[config.mk]
export PLATFORM = sky130hd
export DESIGN_NAME = butterfly_dif_pipe
export DESIGN_NICKNAME = d
export VERILOG_FILES = /design/src/rtl/butterfly_dif_pipe.sv
export SDC_FILE = /design/constraint.sdc
export NUM_CORES = 2
export LEC_CHECK = 0
export BUFFER_PORTS_ARGS = -buffer_cell sky130_fd_sc_hd__buf_2
export CELL_PAD_IN_SITES_DETAIL_PLACEMENT = 0
export CELL_PAD_IN_SITES_GLOBAL_PLACEMENT = 1
export CORE_MARGIN = 2
export CORE_UTILIZATION = 40
export DETAILED_ROUTE_END_ITERATION = 7
export PLACE_DENSITY_LB_ADDON = 0.1
export SETUP_SLACK_MARGIN = 0.4
export SLEW_MARGIN = 15
export SYNTH_ARGS = -nofsm -noshare
export SYNTH_HDL_FRONTEND = slang
export SYNTH_SLANG_ARGS = --single-unit
[constraint.sdc]
create_clock -name clk -period 10.7 [get_ports clk]
set_clock_uncertainty 0.05 [all_clocks]
set_input_delay 0.535 -clock clk [delete_from_list [all_inputs] [get_ports clk]]
set_output_delay 0.535 -clock clk [all_outputs]
set_load 0.05 [all_outputs]
[src/rtl/butterfly_dif_pipe.sv]
// butterfly_dif_pipe
// Pipelined radix-2 decimation-in-frequency (Gentleman-Sande) butterfly in Q1.15 by default:
//   X = a + b,  Y = (a - b) * W   (W optionally conjugated per beat for inverse transforms)
// Three register stages (sum/diff, products, round+saturate) share one stall enable, so a
// stalled output freezes the whole pipe. Round-half-up, saturation and a sticky ovf flag.
//
// Optional feature: define BFLY_SCALE_EN to scale both outputs by 1/2 (same latency).
//
// Ports:
//   clk, rst          clock, synchronous active-high reset
//   in_valid/in_ready input handshake (beat accepted when both high)
//   a_*, b_*, w_*     operands and twiddle (signed, WIDTH bits)
//   inv               per-beat: use conj(W)
//   out_valid/out_ready output handshake
//   X_*, Y_*          sum and twiddled-difference outputs
//   ovf, ovf_clr      sticky saturation flag and its clear (set wins over clear)
module butterfly_dif_pipe #(
    parameter int unsigned WIDTH = 16,
    parameter int unsigned FRAC  = WIDTH - 1
) (
    input  logic                    clk,
    input  logic                    rst,
    input  logic                    in_valid,
    output logic                    in_ready,
    input  logic signed [WIDTH-1:0] a_re,
    input  logic signed [WIDTH-1:0] a_im,
    input  logic signed [WIDTH-1:0] b_re,
    input  logic signed [WIDTH-1:0] b_im,
    input  logic signed [WIDTH-1:0] w_re,
    input  logic signed [WIDTH-1:0] w_im,
    input  logic                    inv,
    output logic                    out_valid,
    input  logic                    out_ready,
    output logic signed [WIDTH-1:0] X_re,
    output logic signed [WIDTH-1:0] X_im,
    output logic signed [WIDTH-1:0] Y_re,
    output logic signed [WIDTH-1:0] Y_im,
    output logic                    ovf,
    input  logic                    ovf_clr
);

    localparam int unsigned SW = WIDTH + 1;      // sum/diff width
    localparam int unsigned PW = 2 * WIDTH + 2;  // product width
    localparam int unsigned RW = PW + 1;         // headroom for the rounding add

`ifdef BFLY_SCALE_EN
    localparam int unsigned Y_SH = FRAC + 1;
    localparam int unsigned X_SH = 1;
`else
    localparam int unsigned Y_SH = FRAC;
    localparam int unsigned X_SH = 0;
`endif

    localparam logic signed [WIDTH-1:0] S_MAX = {1'b0, {(WIDTH-1){1'b1}}};
    localparam logic signed [WIDTH-1:0] S_MIN = {1'b1, {(WIDTH-1){1'b0}}};
    localparam logic signed [RW-1:0]    Y_RND = {{(RW-1){1'b0}}, 1'b1} << (Y_SH - 1);

    // Returns {clamped, value}.
    function automatic logic [WIDTH:0] sat(input logic signed [RW-1:0] v);
        if (v > RW'(S_MAX)) begin
            return {1'b1, S_MAX};
        end else if (v < RW'(S_MIN)) begin
            return {1'b1, S_MIN};
        end else begin
            return {1'b0, v[WIDTH-1:0]};
        end
    endfunction

    // Stage 1 registers
    logic                    v1_q, v1_d;
    logic signed [SW-1:0]    sum1_re_q, sum1_re_d, sum1_im_q, sum1_im_d;
    logic signed [SW-1:0]    diff_re_q, diff_re_d, diff_im_q, diff_im_d;
    logic signed [WIDTH-1:0] tw_re_q, tw_re_d, tw_im_q, tw_im_d;
    // Stage 2 registers
    logic                    v2_q, v2_d;
    logic signed [SW-1:0]    sum2_re_q, sum2_re_d, sum2_im_q, sum2_im_d;
    logic signed [PW-1:0]    pr_q, pr_d, pi_q, pi_d;
    // Stage 3 (output) registers
    logic                    out_valid_q, out_valid_d;
    logic signed [WIDTH-1:0] x_re_q, x_re_d, x_im_q, x_im_d;
    logic signed [WIDTH-1:0] y_re_q, y_re_d, y_im_q, y_im_d;
    logic                    ovf_q, ovf_d;

    logic                    adv;
    logic signed [WIDTH-1:0] tw_im_in;
    logic signed [PW-1:0]    dr_x, di_x, wr_x, wi_x;
    logic signed [RW-1:0]    xr_w, xi_w, yr_w, yi_w;
    logic [WIDTH:0]          xr_s, xi_s, yr_s, yi_s;
    logic                    clamp;

    assign adv      = !out_valid_q || out_ready;
    assign in_ready = adv && !rst;

    // Stage 1: wide sum/diff and (optionally conjugated) twiddle.
    always_comb begin
        tw_im_in = w_im;
        if (inv) begin
            // -(-2^(W-1)) is not representable; clamp it to the positive maximum.
            tw_im_in = (w_im == S_MIN) ? S_MAX : -w_im;
        end
        v1_d      = v1_q;
        sum1_re_d = sum1_re_q;
        sum1_im_d = sum1_im_q;
        diff_re_d = diff_re_q;
        diff_im_d = diff_im_q;
        tw_re_d   = tw_re_q;
        tw_im_d   = tw_im_q;
        if (adv) begin
            v1_d      = in_valid;
            sum1_re_d = {a_re[WIDTH-1], a_re} + {b_re[WIDTH-1], b_re};
            sum1_im_d = {a_im[WIDTH-1], a_im} + {b_im[WIDTH-1], b_im};
            diff_re_d = {a_re[WIDTH-1], a_re} - {b_re[WIDTH-1], b_re};
            diff_im_d = {a_im[WIDTH-1], a_im} - {b_im[WIDTH-1], b_im};
            tw_re_d   = w_re;
            tw_im_d   = tw_im_in;
        end
    end

    // Stage 2: full-precision complex product; sum travels alongside.
    always_comb begin
        dr_x      = PW'(diff_re_q);
        di_x      = PW'(diff_im_q);
        wr_x      = PW'(tw_re_q);
        wi_x      = PW'(tw_im_q);
        v2_d      = v2_q;
        sum2_re_d = sum2_re_q;
        sum2_im_d = sum2_im_q;
        pr_d      = pr_q;
        pi_d      = pi_q;
        if (adv) begin
            v2_d      = v1_q;
            sum2_re_d = sum1_re_q;
            sum2_im_d = sum1_im_q;
            pr_d      = dr_x * wr_x - di_x * wi_x;
            pi_d      = dr_x * wi_x + di_x * wr_x;
        end
    end

    // Stage 3: round-half-up, arithmetic shift, saturate; sticky overflow.
    always_comb begin
        xr_w = RW'(sum2_re_q);
        xi_w = RW'(sum2_im_q);
        if (X_SH != 0) begin
            xr_w = (xr_w + RW'(1)) >>> X_SH;
            xi_w = (xi_w + RW'(1)) >>> X_SH;
        end
        yr_w  = (RW'(pr_q) + Y_RND) >>> Y_SH;
        yi_w  = (RW'(pi_q) + Y_RND) >>> Y_SH;
        xr_s  = sat(xr_w);
        xi_s  = sat(xi_w);
        yr_s  = sat(yr_w);
        yi_s  = sat(yi_w);
        clamp = xr_s[WIDTH] | xi_s[WIDTH] | yr_s[WIDTH] | yi_s[WIDTH];

        out_valid_d = out_valid_q;
        x_re_d      = x_re_q;
        x_im_d      = x_im_q;
        y_re_d      = y_re_q;
        y_im_d      = y_im_q;
        ovf_d       = ovf_clr ? 1'b0 : ovf_q;
        if (adv) begin
            out_valid_d = v2_q;
            // Data only loads for real beats so bubbles leave the last outputs in place.
            if (v2_q) begin
                x_re_d = xr_s[WIDTH-1:0];
                x_im_d = xi_s[WIDTH-1:0];
                y_re_d = yr_s[WIDTH-1:0];
                y_im_d = yi_s[WIDTH-1:0];
                if (clamp) begin
                    ovf_d = 1'b1;
                end
            end
        end
    end

    always_ff @(posedge clk) begin
        if (rst) begin
            v1_q        <= 1'b0;
            sum1_re_q   <= '0;
            sum1_im_q   <= '0;
            diff_re_q   <= '0;
            diff_im_q   <= '0;
            tw_re_q     <= '0;
            tw_im_q     <= '0;
            v2_q        <= 1'b0;
            sum2_re_q   <= '0;
            sum2_im_q   <= '0;
            pr_q        <= '0;
            pi_q        <= '0;
            out_valid_q <= 1'b0;
            x_re_q      <= '0;
            x_im_q      <= '0;
            y_re_q      <= '0;
            y_im_q      <= '0;
            ovf_q       <= 1'b0;
        end else begin
            v1_q        <= v1_d;
            sum1_re_q   <= sum1_re_d;
            sum1_im_q   <= sum1_im_d;
            diff_re_q   <= diff_re_d;
            diff_im_q   <= diff_im_d;
            tw_re_q     <= tw_re_d;
            tw_im_q     <= tw_im_d;
            v2_q        <= v2_d;
            sum2_re_q   <= sum2_re_d;
            sum2_im_q   <= sum2_im_d;
            pr_q        <= pr_d;
            pi_q        <= pi_d;
            out_valid_q <= out_valid_d;
            x_re_q      <= x_re_d;
            x_im_q      <= x_im_d;
            y_re_q      <= y_re_d;
            y_im_q      <= y_im_d;
            ovf_q       <= ovf_d;
        end
    end

    assign out_valid = out_valid_q;
    assign X_re      = x_re_q;
    assign X_im      = x_im_q;
    assign Y_re      = y_re_q;
    assign Y_im      = y_im_q;
    assign ovf       = ovf_q;

endmodule
Word-level counts from Yosys, hierarchy flattened
Cells that the tools add are included.
{ "classes": {"shift": 0, "mux": 14, "mul": 4, "n_eq_ne": 1, "addsub": 9, "div": 0, "reduce_logical": 5, "order_cmp": 8, "bitwise": 3} }
{ "op_table": {"columns": ["operator", "count"], "rows": [
  ["$mux 17", 8],
  ["$mul 17x16->33", 4],
  ["$add 34x16->35 const B", 2],
  ["$gt 20x16->1 const B", 2],
  ["$lt 20x16->1 const B", 2],
  ["$add 16x16->17", 2],
  ["$add 33x33->34", 1],
  ["$gt 17x16->1 const B", 2],
  ["$lt 17x16->1 const B", 2],
  ["$sub 16x16->17", 2],
  ["$sub 33x33->34", 1],
  ["$mux 16", 2],
  ["$eq 16x16->1 const B", 1],
  ["$neg 16->16", 1],
  ["$mux 1", 4],
  ["$or 1x1->1", 3],
  ["$logic_not 1->1", 2],
  ["$reduce_and 2->1", 1],
  ["$logic_and 1x1->1", 1],
  ["$logic_or 1x1->1", 1]
]} }
{ "totals": {"out_inout_bits": 67, "latch_bits": 0, "ramBits": 0, "reg_bits": 270, "mem_bits_ro": 0, "elab_cells": 62, "in_bits": 102, "mem_count": 0} }

Depth between registers and ports, before layout
{ "logic_depth": {"ltp_word": 9, "ltp_mapped": 29, "mapped_depth_nobuf": 27} }

Least setup slack after synthesis
OpenSTA, ideal clock, no wires.
{ "synth_timing": {"path_type": "register to register", "start": "register diff_im_q[16]", "end": "register pr_q[32]", "path_slack_ps": 3095, "required_time_ps": 10533, "setup_ps": 117, "stages_incl_launch_ff": 25, "t_arrival_ps": 7438, "path_buffers": 1, "synth_period_minus_slack_ps": 7605, "cell_sequence": "dfxtp_1 -> clkbuf_1 -> nand2_1 -> inv_1 -> fa_1 -> fa_1 -> fa_1 -> inv_1 -> fa_1 -> fa_1 -> fa_1 -> fa_1 -> inv_1 -> fa_1 -> inv_1 -> ha_1 -> a21o_1 -> a21oi_1 -> o21ai_0 -> or3_1 -> nor3_2 -> nor3_2 -> o31ai_1 -> nand3_1 -> a32o_1"} }
{ "synth_via": {"elab_chain_cells": 2} }
{ "synth_rtl": {"columns": ["element", "line", "rtl"], "rows": [
  ["start: declaration", "72", "logic signed [SW-1:0] diff_re_q, diff_re_d, diff_im_q, diff_im_d;"],
  ["start signal: assignment", "201", "diff_im_q <= diff_im_d;"],
  ["$mul 17x16->33", "134", "pr_d = dr_x * wr_x - di_x * wi_x;"],
  ["$sub 33x33->34", "134", null],
  ["end signal: assignment", "207", "pr_q <= pr_d;"],
  ["end: declaration", "77", "logic signed [PW-1:0] pr_q, pr_d, pi_q, pi_d;"]
]} }
Every way passes these cells.
A chain may end at the register's enable or synchronous reset.

Worst setup path after layout
{ "layout_timing": {"start": "register diff_im_q[16]", "end": "register pr_q[33]"} }
The elaborated chain is that of the path after synthesis.

==> results.txt <==
Vias in the first global route - 41200
Least-Margin Pin Slew - 1.22 ns
Post-synth cell types - 78
Seq cells post-synth - 240
Initial antenna violation count - 7
First-pass GRT wire length - 251 mm
Type of the worst setup path - reg -> reg
RSZ-0062 raised after global routing - false
Post-synth top cells - inv_1 (1381), fa_1 (1236), nand2_1 (751), and2_1 (514), ha_1 (375)
Residual DRC - 0
CTS root buf - clkbuf_16
Dpl hpwl - 126 mm
Share of async-settable or async-resettable flops after synthesis - 0%
Top post-synthesis cells by area - fa_1 (46%), inv_1 (9.7%), dfxtp_1 (9.0%)
Setup Viol. Count Final - 0
Post-Synthesis Cells - 5977
Worst-path clk slew - 0.06 ns
Num ports - 169
Status - completed
Die Y - 370 µm
Worst path arrival time - 9.14 ns
Area growth, synth to finish - 6.91%
First drt pass iteration count - 5
Final Wtd Congestion - 0.856
Largest net degree at the start of global routing - 113
Yosys warning count - 0
Total GRT Usage - 24.2%
Mapped Area - 53600 µm²
Fill count - 13600
Area of the multi-input gates - 42400 µm²
Crit path time final - 8.76 ns
Initial Util - 40.2%
Critical Path End Type - flip-flop
Top FF cell, synth - dfxtp_1
Reg-to-reg setup timing slack - 1.94 ns
Most frequent cell after synthesis - inv_1
Worst slew margin - 18.8%
Crit path max-delay cell type - dfxtp_1
Yosys top cell by area - fa_1
Setup bufs post-CTS - 0
Hold_buf cts - 0
Remaining global-route overflow - 0
Final #Nets - 7671
Post-synth EDFFs - 0
Later-pin clock latency in the skew report - 0.57 ns
Worst hold path class - in -> reg
Drt via density - 4.91
Final Hold Viols - 0
Seq/Total Area, Yosys - 8.96%
Clock buffer depth - 3
Syn_nets - 7690
Fin crit share - 81.8%
Cell mode on critical path - fa_1
CP Launch Type - flip-flop
CTS tree - built
Worst-path maximum fanout - 17
I/O Buffers - 168
CTS sink cnt - 240
Post-CTS Resized - 0
FF+latch area - 4810 µm²
Num rows - 134
Layout cells sized above 1 - 5.92%
Bufs and invs on worst path - 5
Initial drt markers - 1865
Die Span X - 370 µm
Area share of the largest cell type after synthesis - 46.1%
Fmax - 114 MHz
Vias - 38000
Pins over their slew limit - 0
Post-route ant nets - 0
Final WL - 158 mm
Critical Path RT - 11.08 ns
H-Tree Depth - 2
CP cell instances - buf_4 -> nand2_1 -> inv_1 -> fa_1 -> fa_1 -> fa_1 -> inv_1 -> fa_1 -> fa_1 -> fa_1 -> fa_1 -> inv_1 -> fa_1 -> inv_1 -> ha_1 -> a21o_1 -> a21oi_1 -> o21ai_0 -> or3_1 -> nor3_2 -> nor3_2 -> nor3_1 -> a2111o_1 -> o211ai_1
CP delay by family, top - adder cells
DIE AREA - 137000 µm²
CTS Buf Count - 34
Largest stage delay, worst path - 0.71 ns
Max Cap Viol - 0
Syn_area_per_cell - 8.97 µm²
Area of the core - 133000 µm²
Final TNS setup - 0 ns
Post-DR wirelength/cell - 20.4 µm
-- kinds of logic after synthesis --
kind of cell | share of synthesized area, %
xor gates and xnor gates | 2.58
DFF | 8.96
AOI/OAI and AO/OA | 5.73
muxes | 0.0770
and+or+nand+nor | 15.8
adders and majority gates | 54.9
buffers and inverters | 11.9
-- through the flow --
step                worst slack, ns  std cells  hold WS, ns  area, µm²  utilization, %
CTS                            1.87       7744        0.131      57300            43.0
detailed placement             1.89       7690        0.395      56300            42.2
global route                   1.37       7746        0.161      57300            43.0
finish                         1.94       7748        0.166      57300            43.0
floorplan                      3.09       5977        0.382      53600               -
global placement               2.03       7690        0.394      56300            42.2
-- worst paths after layout --
kind | cells past startpoint | end | start
worst min-delay path | 3 | v1_q$_SDFFE_PP0N_ | in_valid
worst max-delay path | 24 | pr_q[33]$_SDFFE_PP0N_ | diff_im_q[16]$_SDFFE_PP0N_
worst max register to register | 24 | pr_q[33]$_SDFFE_PP0N_ | diff_im_q[16]$_SDFFE_PP0N_
worst min register to register | 2 | sum2_im_q[15]$_SDFFE_PP0N_ | sum1_im_q[15]$_SDFFE_PP0N_
-- state kept, by name (all words and copies together), names as in the netlist, 16 cells and up --
register and cells:
sum2_re_q 17, pr_q 20, Y_im 16, sum1_im_q 17, tw_re_q 16, diff_re_q 16, Y_re 16, tw_im_q 16
sum2_im_q 17, diff_im_q 16, pi_q 20, X_re 16, X_im 16, sum1_re_q 17
-- routing by layer --
layer | vias to the layer above | global-route usage (%) | routed length [µm]
met3 | 147 | 1.93 | 5610
met4 | 0 | 5.90 | 4340
met5 | - | 0 | 0
met1 | 19700 | 33.5 | 69900
met2 | 685 | 41.1 | 77800
li1 | 17500 | - | -
-- layout make-up --
| class | count | area share [%] |
|---|---|---|
| multi-input cells | 4033 | 74.0 |
| inverters | 1381 | 9.04 |
| flip-flops and latches | 240 | 8.39 |
| well taps | 1768 | 3.86 |
| repair buffers | 268 | 2.84 |
| clock buffers | 40 | 1.63 |
| clock inverters | 14 | 0.199 |
| diodes | 4 | 0.0175 |
-- cell usage in the layout (no fill, tap or decap), drive strengths merged, types with 11 or more instances in the layout --
| cell type | instances |
|---|---|
| nor2b | 17 |
| ha | 375 |
| xnor2 | 107 |
| fa | 1236 |
| dfxtp | 240 |
| or3 | 16 |
| nand3 | 42 |
| nand2b | 34 |
| nand2 | 752 |
| nor3 | 88 |
| buf | 267 |
| inv | 1383 |
| nand4 | 12 |
| a21oi | 215 |
| xor2 | 51 |
| clkinv | 11 |
| nor2 | 247 |
| a21o | 21 |
| clkbuf | 41 |
| a211oi | 72 |
| and2 | 514 |
| o21bai | 12 |
| o21ai | 85 |
-- worst min-delay path, stage by stage --
cell and delay (ns):
buf_2 0.09, nand2_1 0.04, a21oi_1 0.05
Power is not shown: default switching activity piles up to over one toggle a cycle in this logic, so the estimate is an artifact.
